===== src/rtl/instr_fetch_fsm.sv =====
// Instruction-fetch sequencer and instruction register for the 16-bit datapath.
// Walks PC -> MAR -> memory -> MDR -> IR, then hands IR to the execute FSMs
// (IF_active low) until exec_done or an execute timeout returns it to fetch.
// Optional build macro IF_MFC_TIMEOUT_EN adds an abort of a stalled memory
// read after MFC_TIMEOUT cycles without MFC.
module instr_fetch_fsm #(
  parameter int unsigned EXEC_TIMEOUT = 32,
  parameter int unsigned MFC_TIMEOUT  = 16
) (
  input  logic        clk,
  input  logic        rst,
  input  logic        MFC,
  input  logic        exec_done,
  input  logic [15:0] bus_in,
  output logic        PC_out,
  output logic        MAR_EN,
  output logic        mem_EN,
  output logic        mem_RW,
  output logic        MDR_EN_read,
  output logic        MDR_out,
  output logic        PC_inc,
  output logic        IF_active,
  output logic [15:0] instr,
  output logic        bad_instr
);

  localparam int unsigned TW = 8;
  localparam int unsigned IW = 16;

  typedef enum logic [2:0] {
    S_RST,
    S_PCOUT,
    S_MEMRD,
    S_MDRLD,
    S_IRLD,
    S_EXEC
  } state_t;

  state_t        state;
  state_t        next_state;
  logic [TW-1:0] exec_timer;
  logic          bad_c;

  logic pc_out_nx;
  logic mar_en_nx;
  logic mem_en_nx;
  logic mem_rw_nx;
  logic mdr_en_read_nx;
  logic mdr_out_nx;
  logic pc_inc_nx;
  logic if_active_nx;

  // Elaboration-time range guard on the timeout parameters
  if (EXEC_TIMEOUT < 2 || EXEC_TIMEOUT > 255) begin : g_exec_range
    $error("EXEC_TIMEOUT must be in 2..255");
  end
  if (MFC_TIMEOUT < 2 || MFC_TIMEOUT > 255) begin : g_mfc_range
    $error("MFC_TIMEOUT must be in 2..255");
  end

`ifdef IF_MFC_TIMEOUT_EN
  logic [TW-1:0] mfc_timer;

  // Counts S_MEMRD cycles spent waiting for MFC; zero outside S_MEMRD
  always_ff @(posedge clk) begin
    if (rst) begin
      mfc_timer <= '0;
    end else if (state == S_MEMRD) begin
      mfc_timer <= mfc_timer + TW'(1);
    end else begin
      mfc_timer <= '0;
    end
  end
`endif

  // State register
  always_ff @(posedge clk) begin
    if (rst) begin
      state <= S_RST;
    end else begin
      state <= next_state;
    end
  end

  // Next-state logic and timeout detection
  always_comb begin
    next_state = state;
    bad_c      = 1'b0;
    case (state)
      S_RST:   next_state = S_PCOUT;
      S_PCOUT: next_state = S_MEMRD;
      S_MEMRD: begin
        if (MFC) begin
          next_state = S_MDRLD;
        end
`ifdef IF_MFC_TIMEOUT_EN
        else if (mfc_timer == TW'(MFC_TIMEOUT - 1)) begin
          next_state = S_PCOUT;
          bad_c      = 1'b1;
        end
`endif
      end
      S_MDRLD: next_state = S_IRLD;
      S_IRLD:  next_state = S_EXEC;
      S_EXEC: begin
        if (exec_done) begin
          next_state = S_PCOUT;
        end else if (exec_timer == TW'(EXEC_TIMEOUT - 1)) begin
          next_state = S_PCOUT;
          bad_c      = 1'b1;
        end
      end
      default: next_state = S_RST;
    endcase
  end

  // Control decode of the upcoming state, so the registered outputs track state
  always_comb begin
    pc_out_nx      = 1'b0;
    mar_en_nx      = 1'b0;
    mem_en_nx      = 1'b0;
    mem_rw_nx      = 1'b0;
    mdr_en_read_nx = 1'b0;
    mdr_out_nx     = 1'b0;
    pc_inc_nx      = 1'b0;
    if_active_nx   = 1'b1;
    case (next_state)
      S_PCOUT: begin
        pc_out_nx = 1'b1;
        mar_en_nx = 1'b1;
      end
      S_MEMRD: begin
        mem_en_nx = 1'b1;
        mem_rw_nx = 1'b1;
      end
      S_MDRLD: begin
        mem_en_nx      = 1'b1;
        mem_rw_nx      = 1'b1;
        mdr_en_read_nx = 1'b1;
      end
      S_IRLD: begin
        mdr_out_nx = 1'b1;
        pc_inc_nx  = 1'b1;
      end
      S_EXEC:  if_active_nx = 1'b0;
      default: ;
    endcase
  end

  // Registered control outputs
  always_ff @(posedge clk) begin
    if (rst) begin
      PC_out      <= 1'b0;
      MAR_EN      <= 1'b0;
      mem_EN      <= 1'b0;
      mem_RW      <= 1'b0;
      MDR_EN_read <= 1'b0;
      MDR_out     <= 1'b0;
      PC_inc      <= 1'b0;
      IF_active   <= 1'b1;
    end else begin
      PC_out      <= pc_out_nx;
      MAR_EN      <= mar_en_nx;
      mem_EN      <= mem_en_nx;
      mem_RW      <= mem_rw_nx;
      MDR_EN_read <= mdr_en_read_nx;
      MDR_out     <= mdr_out_nx;
      PC_inc      <= pc_inc_nx;
      IF_active   <= if_active_nx;
    end
  end

  // Execute-phase timer: zero on S_EXEC entry, counts each S_EXEC cycle
  always_ff @(posedge clk) begin
    if (rst) begin
      exec_timer <= '0;
    end else if (state == S_EXEC) begin
      exec_timer <= exec_timer + TW'(1);
    end else begin
      exec_timer <= '0;
    end
  end

  // Instruction register, loaded from the bus at the end of S_IRLD
  always_ff @(posedge clk) begin
    if (rst) begin
      instr <= IW'(0);
    end else if (state == S_IRLD) begin
      instr <= bus_in;
    end
  end

  // One-cycle abandon pulse following a timeout
  always_ff @(posedge clk) begin
    if (rst) begin
      bad_instr <= 1'b0;
    end else begin
      bad_instr <= bad_c;
    end
  end

endmodule

===== config.mk =====
export PLATFORM = sky130hd
export DESIGN_NAME = instr_fetch_fsm
export DESIGN_NICKNAME = d
export VERILOG_FILES = /design/src/rtl/instr_fetch_fsm.sv
export SDC_FILE = /design/constraint.sdc
export NUM_CORES = 1
export LEC_CHECK = 0
export CAP_MARGIN = 20
export CORE_AREA = 2 2 56 58
export CTS_CLUSTER_DIAMETER = 60
export DETAILED_ROUTE_END_ITERATION = 8
export DIE_AREA = 0 0 58 60
export PLACE_DENSITY = 0.79
export RECOVER_POWER = 25
export SLEW_MARGIN = 40
export SYNTH_ARGS = -nofsm -noshare
export SYNTH_HDL_FRONTEND = slang
export SYNTH_SLANG_ARGS = --single-unit

===== constraint.sdc =====
create_clock -name clk -period 3.9 [get_ports clk]
set_input_delay 0.39 -clock clk [delete_from_list [all_inputs] [get_ports clk]]
set_output_delay 0.39 -clock clk [all_outputs]
set_load 0.02 [all_outputs]

Word-level counts from Yosys, hierarchy flattened --
Cells that the tools add are included.
Operators by class: bitwise operators 1, multiplexer cells 10, eq/ne operators 11, add/subtract/negate cells 1, reductions and logical operators 4
Operators with widths (number):
- one-hot mux 3 bit (6 select lines) | 1
- == test 3 x 2 -> 1 bit, second input constant | 4
- == test 3 bit, second input constant | 4
- two-way mux 3 bit | 3
- adder 8 x 1 -> 8 bit, second input constant | 1
- == test 8 x 5 -> 1 bit, second input constant | 1
- == test 3 x 1 -> 1 bit, second input constant | 2
- two-way mux 1 bit | 6
- OR reduction 2 bit | 2
- zero test 3 bit | 1
- OR reduction 3 bit | 1
- inverter 1 bit | 1
Word-level totals: bits in registers 33, input port bits 20

Depth between registers and ports, before layout --
Gate-level depths: netlist of run 1.
depth after elaboration 7, depth in mapped cells 6

Least setup slack after synthesis of run 1 --
Ideal clock, no wire load.
path kind reg-to-reg, from register state[1], to register instr[10], arrival 1157 ps, path slack 2610 ps, data required time 3768 ps, cell stages (with the launch flop) 7, period minus slack after synthesis 1290 ps, cells stage by stage dfxtp_1 > buf_6 > or3b_1 > buf_6 > buf_8 > nand2_1 > a21oi_1
Between the ends: word-level cells in the longest chain between the ends 1
Ends and longest elaborated chain:
- start: declaration | line 39 | state_t state;
- start signal: assignment | line 81 | state <= next_state;
- == test 3 bit | line 188 | end else if (state == S_IRLD) begin
- end signal: assignment | line 189 | instr <= bus_in;
- end: declaration | line 23 | output logic [15:0] instr,
Every way passes these cells. A chain may end at the register's enable or synchronous reset.

Worst setup path after layout of run 1 --
from register state[2], to register PC_inc
Between the ends: word-level cells in the longest chain between the ends 5, elaborated cells between the ends (all ways) 12
Ends and longest elaborated chain:
- two-way mux 3 bit | line 108 | end else if (exec_timer == TW'(EXEC_TIMEOUT - 1)) begin
- two-way mux 3 bit | line 106 | if (exec_done) begin
- one-hot mux 3 bit (6 select lines) * | line 89 | case (state)
- == test 3 bit * | line 127 | case (next_state)
- two-way mux 1 bit * | line 127
- end signal: assignment | line 168 | PC_inc <= pc_inc_nx;
- end: declaration | line 21 | output logic PC_inc,
Mark *: on every way between the ends. The rest lies on a longest branch, timed or not.

==> results of run 1 <==
==> cells by family (layout without fill, tap and decap cells) <==
| family | Yosys count | in the layout | share of synthesized area, % |
|---|---|---|---|
| AOI/OAI and AO/OA | 29 | 29 | 13.54 |
| adders and majority gates | 1 | 1 | 0.9736 |
| DFF | 33 | 33 | 51.41 |
| buffers and inverters | 12 | 54 | 7.010 |
| and+or+nand+nor | 60 | 60 | 24.34 |
| xor gates and xnor gates | 4 | 4 | 2.727 |
==> state kept, by name, indices dropped and copies added (netlist names) <==
| signal | count |
|---|---|
| MAR_EN | 1 |
| mem_RW | 1 |
| PC_inc | 1 |
| bad_instr | 1 |
| MDR_EN_read | 1 |
| state | 3 |
| exec_timer | 8 |
| IF_active | 1 |
| instr | 16 |
==> Yosys cell counts (3+ instances only) <==
| cell type | count |
|---|---|
| a21oi_1 | 22 |
| buf_4 | 3 |
| buf_6 | 3 |
| clkbuf_1 | 3 |
| dfxtp_1 | 33 |
| nand2_1 | 32 |
| nand3_1 | 3 |
| nor2_1 | 5 |
| nor3_1 | 3 |
==> worst max-delay path by stage <==
| stage | slack (ns) | end | depth (start not counted) | from |
|---|---|---|---|---|
| detailed placement | 1.77 | bad_instr | 3 | rst |
| global placement | 1.81 | bad_instr | 3 | rst |
| CTS | 2.11 | bad_instr | 3 | rst |
| floorplan | 2.61 | instr[10] | 6 | state[1] |
| global route | 1.10 | PC_inc | 3 | state[2] |
| finish | 1.39 | PC_inc | 3 | state[2] |
==> power breakdown <==
group | switching (mW) | internal (mW) | total [mW]
Sequential | 0.0150 | 0.354 | 0.369
Combinational | 0.0522 | 0.0595 | 0.112
Clock | 0.111 | 0.153 | 0.264
Total | 0.178 | 0.566 | 0.744
==> per-stage QoR <==
step	hold slack [ns]	instance area (µm²)	setup slack, ns	std cells	utilization (%)
floorplan	0.4305	1285	2.610	139	-
global placement	0.4418	1684	1.811	206	58.02
detailed placement	0.4510	1684	1.765	206	58.02
CTS	0.4645	1769	2.111	214	60.95
global route	0.4750	1748	1.105	214	60.22
finish	0.4634	1748	1.388	214	60.22
==> worst reg2reg max path, cell delays in order (launching register included) <==
cell,delay [ns]
dfxtp_1,0.47
nor3b_1,1.44
a21oi_1,0.21
a211oi_1,0.30
==> per-layer routing <==
metal | routed length [µm] | track usage [%] | vias to the layer above
met2 | 1352 | 30.68 | 42
met5 | 0 | 0 | -
met1 | 1158 | 17.90 | 478
li1 | - | - | 551
met3 | 220 | 5.628 | 7
met4 | 67 | 9.967 | 0
==> area by class of cell <==
class	count	area (µm²)	share of cell area (%)
tap	33	41.29	2.362
clock inverter	1	30.03	1.718
clock buffer	7	55.05	3.150
timing repair buffer	44	435.4	24.91
multi-input combinational	94	518.0	29.63
sequential	33	660.6	37.80
inverter	2	7.507	0.4295
==> results_dict.tcl, run 1 <==
set metrics [dict create \
    status "finished, violations left" \
    violations "capacitance limit, slew limit" \
    worstReg2RegStart "state[2]" \
    clock_latency_ns 0.34 \
    io_buffers 44 \
    synth_flop_cell "dfxtp_1" \
    synth-edff-count 0 \
    finalCritPeriodShare_pct 64.41 \
    antenna_left 0 \
    tns_ns 0 \
    grt_pass1_wl_mm 4.429 \
    die_x_um 58 \
    cts_max_path_buffers 2 \
    cp_slowest_cell "nor3b_1" \
    num_vias 1078 \
    crit_type "flip-flop to flip-flop" \
    final_common_cell "clkdlybuf4s50_1" \
    htreeDepth 2 \
    rows 20 \
    yosysSeqAreaShare_pct 51.41 \
    synth_warnings 0 \
    ir_drop_mv 0.4050 \
    reg2reg_to "PC_inc" \
    drt_first_pass_iters 4 \
    final_cell_mix "clkdlybuf4s50_1 (43), dfxtp_1 (33), nand2_1 (32)" \
    diodes 0 \
    grtUsageTotal_pct 17.30 \
    cts_resized 0 \
    vias_per_cell 5.037 \
    numCtsBuffers 5 \
    drtIter0Drc 14 \
    fillCellCount 264 \
    cp_top_family "simple AND/OR/NAND/NOR gates" \
    whs_endpoint "instr[5]" \
    cts-hold-fix-buffers 0 \
    antenna_found_initial 0 \
    r2r_cells 3 \
    synthTopCellsByArea "dfxtp_1 (51%), nand2_1 (9.3%), a21oi_1 (8.6%), buf_6 (2.6%), buf_4 (1.8%)" \
    drv_slew 18 \
    gp_congestion 0.7318 \
    netlist_area_um2 1285 \
    rsz0062_at_grt "false" \
    start_util_pct 44.27 \
    area_delta_synth_final_pct 36.03 \
    cp.arrival_ns 2.76 \
    synth_top_area_cell "dfxtp_1" \
    max_stage_delay_ns 1.44 \
    netlist_instances 139 \
    end_kind "flip-flop" \
    syn-num-nets 160 \
    path_clk_slew_ns 0.09 \
    setup_viol_count_final 0 \
    post_drt_wl_per_cell_um 13.07 \
    hold_viol_final 0 \
    drv_cap 1 \
    ys_types 34 \
    crit_chain "nor3b_1, a21oi_1, a211oi_1" \
    hold_depth 2 \
    skew_ns 0.004514 \
    route.detailed.drc 0 \
    ys_ff_latch 33 \
    totalWireLength_mm 2.798 \
    final_nets 201 \
    synth_top_area_share_pct 51.41 \
    fmax_mhz 398.1 \
    fin_crit_ns 2.512 \
    io_pins 45 \
    dpl.hpwl_mm 2.067 \
    grt.overflow.total 0 \
    regToRegSetupSlack_ns 1.39 \
    slew_headroom_pct -20.98 \
    synth_area_per_cell_um2 9.244 \
    post_cts_buffers 0 \
    layout-drive-gt1-share_pct 7.735 \
    grt_pass1_vias 1045 \
    critPathLaunchType "flip-flop" \
    cp.required_ns 4.15 \
    async_flop_share_pct 0 \
    leakage_nw 0.5764 \
    totalPowerFinal_uw 744.5 \
    grt_max_degree 24 \
    coreArea_um2 2903 \
    clkSinkCount 33 \
    cts_tree "yes" \
    hp-class "primary input to flip-flop" \
    hp-start "rst" \
    dieArea_um2 3480 \
    path_buf_inv 0 \
    power_density_nw_per_um2 425.9 \
    cts-root-buf "clkbuf_4" \
    tightest_slew_ns 1.811 \
    die_y_um 60 \
    cp_max_fo 17 \
]
No activity file was read; power rests on OpenSTA's default activity.
==> run 2: changes to the inputs <==
CORE_AREA = 2 2 61 63   (was 2 2 56 58)
DIE_AREA = 0 0 63 65   (was 0 0 58 60)
PLACE_DENSITY = 0.7   (was 0.79)
clock period = 2.07 ns   (was 3.9 ns; I/O delays follow)
==> results_dict.tcl, run 2 (synthesized netlist as in run 1, its figures left out) <==
set metrics [dict create \
    slew_headroom_pct 58.69 \
    final_core_util_pct 50.72 \
    totalWireLength_mm 2.504 \
    regToRegSetupSlack_ns 0.46 \
    tns_ns 0 \
    htreeDepth 2 \
    fmax_mhz 620.3 \
    r2r_cells 4 \
    cts_resized 0 \
    hp-class "primary input to flip-flop" \
    path_clk_slew_ns 0.10 \
    worstReg2RegStart "exec_timer[0]" \
    drv_cap 0 \
    antenna_left 0 \
    setup_viol_count_final 0 \
    cp.arrival_ns 1.88 \
    stdcell_count 231 \
    reg2reg_to "MAR_EN" \
    critPathLaunchType "flip-flop" \
    grt_pass1_wl_mm 3.981 \
    rows 22 \
    leakage_nw 0.5873 \
    skew_ns 0.01043 \
    largest_register_ffs 16 \
    start_util_pct 36.76 \
    cts_max_path_buffers 2 \
    dp_cells 223 \
    grt_max_degree 23 \
    ir_drop_mv 0.3105 \
    finalCritPeriodShare_pct 77.88 \
    dieArea_um2 4095 \
    max_flop_register "instr" \
    gp_congestion 0.7153 \
    clkSinkCount 33 \
    holdWs_ns 0.4264 \
    post_drt_wl_per_cell_um 10.84 \
    final_nets 203 \
    cp.required_ns 2.34 \
    cts_tree "yes" \
    coreArea_um2 3496 \
    fin_area_um2 1773 \
    rsz0062_at_grt "false" \
    dpl.hpwl_mm 1.874 \
    numCtsBuffers 5 \
    diodes 0 \
    grt.overflow.total 0 \
    grtUsageTotal_pct 12.58 \
    route.detailed.drc 0 \
    detailed_place.area_um2 1718 \
    layout-drive-gt1-share_pct 8.197 \
    num_vias 1064 \
    hold_depth 3 \
    cts-hold-fix-buffers 0 \
    clock_latency_ns 0.33 \
    end_kind "flip-flop" \
    reg_top3 "instr: 16 flops, exec_timer: 8 flops, state: 3 flops" \
    tightest_slew_ns 0.6116 \
    vias_per_cell 4.606 \
    antenna_found_initial 0 \
    io_buffers 44 \
    final_cell_mix "clkdlybuf4s50_1 (43), dfxtp_1 (33), nand2_1 (33)" \
    crit_type "flip-flop to flip-flop" \
    die_x_um 63 \
    drtIter0Drc 43 \
    final_common_cell "clkdlybuf4s50_1" \
    status "finished, final reports clean" \
    area_delta_synth_final_pct 37.97 \
    drt_first_pass_iters 4 \
    hp-start "bus_in[12]" \
    drv_slew 0 \
    cp_max_fo 4 \
    die_y_um 65 \
    cts-root-buf "clkbuf_4" \
    io_pins 45 \
    whs_endpoint "instr[12]" \
    fin_crit_ns 1.612 \
    hold_viol_final 0 \
    grt_pass1_vias 916 \
    power_density_nw_per_um2 740.7 \
    post_cts_buffers 0 \
]
run 2: area by class of cell:
class,count,area (µm²)
fillers,328,1723
repair buffers,46,455.4
multi-input cells,94,519.2
inverters,2,7.507
well taps,48,60.06
flip-flops and latches,33,660.6
clock inverters,1,5.005
clock buffers,7,65.06
run 2: worst max-delay path, cell delays in order, from the launching register on:
cell	delay, ns
dfxtp_1	0.39
ha_1	0.21
nand4_1	0.15
o41ai_1	0.54
and3_1	0.26
run 2: worst max path at each step:
stage	start	endpoint	slack (ns)	cells past startpoint
final	exec_timer[0]	MAR_EN	0.46	4
after global routing	exec_timer[0]	PC_inc	0.30	4
after CTS	instr[6]	instr[6]	0.56	1
after detailed placement	state[2]	instr[11]	0.61	3
after global placement	state[2]	instr[9]	0.67	3
after floorplan	state[1]	instr[10]	0.78	6
run 2: per-layer routing:
metal  share of wire (%)  track usage (%)  wire length (µm)
met3                 8.1            7.465               202
met1                  43            13.71              1075
met2                  48            20.74              1212
met5                   0                0                 0
met4                0.60            3.333                15
run 2: power by group:
group          total, mW  internal, mW  switching, mW
clock network      0.401         0.197          0.204
registers          0.698         0.667         0.0312
logic              0.214         0.116         0.0984
total               1.31         0.979          0.334
run 2: through the flow:
step	power, mW	worst slack [ns]
floorplan	0.8424	0.7805
global placement	0.9278	0.6663
detailed placement	0.9328	0.6145
CTS	1.334	0.5577
global route	1.388	0.3017
finish	1.313	0.4579
==> run 3: changes to the inputs <==
CORE_AREA = 2 2 58 60   (was 2 2 61 63)
DIE_AREA = 0 0 60 62   (was 0 0 63 65)
PLACE_DENSITY = 0.74   (was 0.7)
clock period = 1.7 ns   (was 2.07 ns; I/O delays follow)
==> results_dict.tcl, run 3 (synthesized netlist as in run 1, its figures left out) <==
set metrics [dict create \
    p_int_mw 1.148 \
    leakage_nw 0.5787 \
    detailed_place.area_um2 1723 \
    cp.required_ns 1.53 \
    tns_ns 0 \
    crit_chain "dlygate4sd3_1" \
    drtIter0Drc 32 \
    grt_max_degree 17 \
    clock_latency_ns 0.33 \
    final_cell_mix "clkdlybuf4s50_1 (42), dfxtp_1 (33), nand2_1 (33)" \
    grt_pass1_vias 1022 \
    post_drt_wl_per_cell_um 11.63 \
    antenna_found_initial 0 \
    coreArea_um2 3179 \
    fillCellCount 303 \
    power_density_nw_per_um2 875.4 \
    drv_slew 0 \
    drv_cap 0 \
    tightest_slew_ns 0.5281 \
    dp_slack_ns 0.2575 \
    grt.overflow.total 0 \
    io_pins 45 \
    cp_top_family "buffers and inverters" \
    diodes 0 \
    finalCritPeriodShare_pct 86.29 \
    totalWireLength_mm 2.663 \
    gp_congestion 0.7975 \
    numCtsBuffers 5 \
    switching_share_pct 25.90 \
    route.detailed.drc 0 \
    end_kind "output port" \
    cts_tree "yes" \
    die_y_um 62 \
    dieArea_um2 3720 \
    seqCellArea_um2 660.6 \
    crit_type "flip-flop to output port" \
    clkSinkCount 33 \
    max_stage_delay_ns 0.66 \
    reg_top3 "instr: 16 flops, exec_timer: 8 flops, state: 3 flops" \
    area_delta_synth_final_pct 37.78 \
    num_vias 1094 \
    final_common_cell "clkdlybuf4s50_1" \
    rsz0062_at_grt "false" \
    critPathLaunchType "flip-flop" \
    cts_resized 0 \
    max_flop_register "instr" \
    cp_slowest_cell "dlygate4sd3_1" \
    grtUsageTotal_pct 15.57 \
    post_cts_buffers 0 \
    path_buf_inv 1 \
    start_util_pct 40.42 \
    ir_drop_mv 0.4703 \
    largest_register_ffs 16 \
    setup_slack_ns 0.2331 \
    seqPwrFrac_pct 54.9 \
    cts_max_path_buffers 2 \
    combPwrFrac_pct 17.0 \
    rows 21 \
    cp_max_fo 1 \
    slew_headroom_pct 64.79 \
    cts-hold-fix-buffers 0 \
    path_clk_slew_ns 0.09 \
    fin_crit_ns 1.467 \
    hp-class "primary input to flip-flop" \
    fin_area_um2 1770 \
    final_nets 204 \
    fmax_mhz 681.7 \
    die_x_um 60 \
    htreeDepth 2 \
    cts-root-buf "clkbuf_4" \
    multi_input_area_um2 526.8 \
    setup_viol_count_final 0 \
    layout-drive-gt1-share_pct 8.197 \
    grt_pass1_wl_mm 4.229 \
    drt_first_pass_iters 4 \
    hold_viol_final 0 \
    p_sw_uw 401.3 \
    status "finished, final reports clean" \
    pwr-share-clk_pct 28.1 \
    antenna_left 0 \
    dpl.hpwl_mm 2.071 \
    io_buffers 44 \
    cp.arrival_ns 1.30 \
    vias_per_cell 4.777 \
    skew_ns 0.003538 \
]
run 3: changes by cell type in the layout (fill, tap and decap cells not counted):
cell | before | now
clkinv_2 | 1 | 0
clkbuf_8 | 2 | 1
clkdlybuf4s50_1 | 43 | 42
and2_1 | 1 | 0
clkbuf_1 | 0 | 1
o41ai_2 | 0 | 1
o41ai_1 | 1 | 0
dlygate4sd3_1 | 1 | 2
buf_4 | 2 | 3
and2_0 | 0 | 1
run 3: final timing paths:
| kind | depth (start not counted) | start | end | slack, ns |
|---|---|---|---|---|
| worst min-delay path | 3 | bus_in[0] | instr[0] | 0.38 |
| worst max register to register | 3 | state[2] | instr[12] | 0.25 |
| worst max-delay path | 1 | MDR_EN_read | MDR_EN_read | 0.23 |
| worst min register to register | 2 | instr[10] | instr[10] | 0.46 |
run 3: power groups by stage:
stage	combinational [mW]	clock (mW)	sequential, mW
2_1_floorplan	0.138	0	0.887
3_5_place_dp	0.271	0	0.870
4_1_cts	0.272	0.453	0.852
5_1_grt	0.284	0.482	0.857
3_3_place_gp	0.265	0	0.866
6_report	0.264	0.435	0.851
run 3: final cells by class:
| type | instances | area share [%] |
|---|---|---|
| sequential | 33 | 37.31 |
| multi-input combinational | 94 | 29.75 |
| timing repair buffer | 47 | 26.15 |
| tap | 46 | 3.251 |
| clock buffer | 7 | 3.110 |
| inverter | 2 | 0.4240 |
run 3: worst register-to-register path: stages (launching register included):
cell and delay, ns:
dfxtp_1 0.48, or3b_1 0.63, nand2_1 0.16, a21oi_1 0.08
run 3: per-stage QoR:
stage / utilization (%) / power, mW / hold WS [ns] / std cells
finish: 55.69 / 1.550 / 0.3810 / 229
global route: 55.69 / 1.623 / 0.3749 / 229
CTS: 55.92 / 1.576 / 0.3713 / 229
detailed placement: 54.19 / 1.141 / 0.4458 / 222
global placement: 54.19 / 1.132 / 0.4423 / 222
floorplan: - / 1.026 / 0.2392 / 139
run 3: layer usage:
metal | GRT usage [%] | wire (µm)
met5 | 0 | 0
met4 | 8.571 | 42
met3 | 5.590 | 165
met2 | 28.57 | 1444
met1 | 15.24 | 1012
==> edit 1, RTL diff (flow settings as in run 1) <==
Build with the macro `IF_MFC_TIMEOUT_EN` defined.
--- a/src/rtl/instr_fetch_fsm.sv
+++ b/src/rtl/instr_fetch_fsm.sv
@@ -5,2 +5,4 @@
 // read after MFC_TIMEOUT cycles without MFC.
+`define IF_MFC_TIMEOUT_EN
+
 module instr_fetch_fsm #(
Function: no difference found for any inputs over 10 cycles, from zero or initial values and one cycle with rst high; that may be too few to reach the edited logic, so the function may still have changed.
==> edit 1 against run 1 <==
Sequential power grew 19%. Sequential cell count grew 8. Clock skew rose by 8.9 ps. Via count is 24% higher. Sequential share of layout area rose by 1.8 points. Global-route usage increased by 2.5 points. Cell count is 19% higher. Count of clock-buffer cells in the layout unchanged. Routed wire length grew 13%. Total power is 8.6% higher. Combinational power down 20%. Worst setup slack better by 820 ps. Cell area rose by 19%. Area after synthesis up 23%. Critical path type is now reg -> out.
==> edit 1: results (changes against run 1) <==
Run status = finished clean (was complete, but fails checks)
Vias in the first global route = 1221 (was 1045)
Syn Area/Cell = 8.70 um^2 (was 9.24 um^2)
Setup Skew = 13.4 ps (was 4.51 ps)
Synth Area in Compound Gates = 11.1% (was 13.5%)
Overall global routing resource usage = 19.8% (was 17.3%)
Global-route wire length before repair = 5230 um (was 4430 um)
Worst vdd ir = 0.376 mV (was 0.405 mV)
Adder-Cell Fraction of Synth Area = 1.58% (was 0.974%)
M1 WL = 1330 um (was 1160 um)
Min Hold Slack = 463 ps (about the same)
FILL cells = 248 (was 264)
Worst slack, placed = 1720 ps (was 1770 ps)
Slowest CP cell = clkdlybuf4s50_1 (was nor3b_1)
Synth Net Count = 204 (was 160)
Share of layout cells above drive strength 1 = 5.41% (was 7.73%)
Min-delay src = instr[13] (was rst)
Worst r2r path cells = 4 (was 3)
Top cells by count, synth = dfxtp_1 (41), nand2_1 (38), a21oi_1 (21) (was dfxtp_1 (33), nand2_1 (32), a21oi_1 (22))
RR Startpoint = mfc_timer[4] (was state[2])
Clock-pin slew on the worst setup and hold paths = 120 ps (was 90 ps)
CP max stage delay = 610 ps (was 1440 ps)
Leakage = 0.708 nW (was 0.576 nW)
R2R setup slack = 2250 ps (was 1390 ps)
M3 GR Usage = 6.28% (was 5.63%)
CP Data Arrival Time = 1310 ps (was 2760 ps)
Least-Margin Pin Slew = 597 ps (was 1810 ps)
Final GP Congestion = 0.753 (was 0.732)
Placed cells = 247 (was 206)
Largest net degree at the start of global routing = 27 (was 24)
Via density = 5.25 (was 5.04)
FF-to-FF End = IF_active (was PC_inc)
GR Util met1 = 23.6% (was 17.9%)
XOR/XNOR Fraction of Synth Area = 5.53% (was 2.73%)
Sequential element share of the synthesized area = 51.9% (was 51.4%)
GRT met2 Usage = 33.3% (was 30.7%)
Wire per inst = 12.4 um (was 13.1 um)
Cell family with most CP delay = buffers and inverters (was simple AND/OR/NAND/NOR gates)
[edit 1: power breakdown]
part / internal, mW / total [mW] / switching [mW]
sequential: 0.430 / 0.440 / 0.00982
combinational: 0.0468 / 0.0898 / 0.0430
clock: 0.153 / 0.278 / 0.125
[edit 1: final cells by class]
type	count	area [um^2]	area share [%]
multi-input combinational	126	679	32.8
tap	33	41.3	1.99
sequential	41	821	39.6
inverter	3	11.3	0.543
clock inverter	1	30.0	1.45
clock buffer	7	55.1	2.66
timing repair buffer	44	435	21.0
[edit 1: how the worst max path moves through the flow]
stage,startpoint,slack [ps],end,depth (start not counted)
after floorplan,mfc_timer[4],2330,IF_active,4
after global placement,rst,1770,mfc_timer[6],3
after detailed placement,rst,1720,MDR_EN_read,3
after CTS,rst,2080,MDR_EN_read,3
after global routing,state[1],2100,MAR_EN,4
final,MAR_EN,2200,MAR_EN,1
==> edit 2, RTL diff (config.mk and constraints of run 1) <==
Without the edit above. Register the output `instr` once more, cleared by the reset; this adds one clock of latency there. The other outputs are not delayed to match.
--- a/src/rtl/instr_fetch_fsm.sv
+++ b/src/rtl/instr_fetch_fsm.sv
@@ -38,2 +38,4 @@
 
+  logic [15:0] instr_s0;
+
   state_t        state;
@@ -186,5 +188,5 @@
     if (rst) begin
-      instr <= IW'(0);
+      instr_s0 <= IW'(0);
     end else if (state == S_IRLD) begin
-      instr <= bus_in;
+      instr_s0 <= bus_in;
     end
@@ -201,2 +203,10 @@
 
+  always_ff @(posedge clk) begin
+    if (rst) begin
+      instr <= '0;
+    end else begin
+      instr <= instr_s0;
+    end
+  end
+
 endmodule
Function: changed (a bounded check fails within 10 cycles, from zero or initial values and one cycle with rst high).
==> edit 2 against run 1 <==
Sequential cell count increased by 16. Cell count rose by 17%. Fmax grew 31%. Sequential share of layout area up 7.4 points. Cell area up 24%. Die area is the same. Critical path depth stayed put. Worst setup slack improved by 590 ps. Non-clock buffer count grew 1. Register-to-register slack improved by 820 ps. Area after synthesis grew 32%. Total power increased by 17%. Routed wire length up 7.0%. Critical path type is now in -> reg. Critical endpoint is now instr[13].
==> edit 2: results (changes against run 1) <==
Global-route wire length before repair = 4930 um (was 4430 um)
HP Class = reg -> reg (was in -> reg)
CP max FO = 21 (was 17)
Vias in the first global route = 1176 (was 1045)
Slew HR = 47.2% (was -21.0%)
CP max stage delay = 1050 ps (was 1440 ps)
Largest net degree at the start of global routing = 22 (was 24)
Setup Skew = 8.62 ps (was 4.51 ps)
Slowest CP cell = dlygate4sd3_1 (was nor3b_1)
Top cells by area, synth = dfxtp_1 (58%), nand2_1 (8.0%), nor2b_1 (6.3%) (was dfxtp_1 (51%), nand2_1 (9.3%), a21oi_1 (8.6%))
Number of detailed-route iterations in the first pass = 4 (unchanged)
CP Data Arrival Time = 2160 ps (was 2760 ps)
Share of layout cells above drive strength 1 = 5.50% (was 7.73%)
Number of nets in the layout = 238 (was 201)
Worst-Skew Late Latency = 370 ps (was 340 ps)
Leading registers by flop count = instr (16), instr_s0 (16), exec_timer (8) (was instr (16), exec_timer (8), state (3))
Via density = 5.11 (was 5.04)
Leakage = 0.760 nW (was 0.576 nW)
Synth Net Count = 199 (was 160)
Final WL = 2990 um (was 2800 um)
FILL cells = 233 (was 264)
Sequential element share of the synthesized area = 58.0% (was 51.4%)
Run status = finished clean (was complete, but fails checks)
Yosys cell types = 30 (was 34)
Final GP Congestion = 0.676 (was 0.732)
Top cells by count, synth = dfxtp_1 (49), nand2_1 (36), a21oi_1 (21) (was dfxtp_1 (33), nand2_1 (32), a21oi_1 (22))
Overall global routing resource usage = 19.4% (was 17.3%)
Cell family with most CP delay = buffers and inverters (was simple AND/OR/NAND/NOR gates)
Worst vdd ir = 0.363 mV (was 0.405 mV)
Hpwl dp = 2180 um (was 2070 um)
CTS Root Cell = clkbuf_4 (unchanged)
-- edit 2: changes by cell type after synthesis, moves of 3 or more --
cell / delta
buf_2: +5
buf_6: -3
nor2b_1: +17
dfxtp_1: +16
nand2_1: +4
-- edit 2: logic make-up after synthesis --
family	after synthesis	synth area share [%]
simple gates	79	23.7
flops	49	58.0
compound gates	28	10.2
buf+inv	16	4.81
xor+xnor	5	2.59
fa+ha+maj	1	0.740
-- edit 2: path summary, 6_finish.rpt --
path | start | endpoint | slack (ps)
setup / recovery | rst | instr[13] | 1980
hold / removal | instr_s0[14] | instr_s0[14] | 460
setup reg to reg | state[2] | IF_active | 2210
hold reg to reg | instr_s0[14] | instr_s0[14] | 460
-- edit 2: worst reg2reg max path, cell delays in order (launching register included) --
cell and delay [ps]:
dfxtp_1 520, nor3b_4 640, o21ai_1 210, a21bo_1 220
-- edit 2: final cells by class --
class                           count  share of cell area, %
Sequential cell                    49                   45.2
Tap cell                           33                   1.90
Clock buffer                        5                   1.73
Timing Repair Buffer               45                   20.5
Clock inverter                      3                  0.808
Inverter                            3                  0.519
Multi-Input combinational cell    113                   29.3
-- edit 2: metal layers --
metal	GRT usage (%)	up-vias	wire, um
met2	31.8	40	1460
li1	-	651	-
met1	22.5	582	1280
met5	0	-	0
met3	4.98	10	164
met4	12.6	0	90
-- edit 2: power breakdown --
| part | switching [mW] | internal (mW) |
|---|---|---|
| Combinational | 0.0518 | 0.0611 |
| Clock | 0.155 | 0.0681 |
| Sequential | 0.0186 | 0.520 |
-- edit 2: metrics by stage --
step	hold slack, ps	worst slack (ps)	cell area (um^2)	std cells
detailed placement	444	1900	2120	243
floorplan	430	2520	1690	178
CTS	462	2150	2170	251
finish	459	1980	2170	251
global route	488	1870	2170	251
global placement	438	1980	2110	243
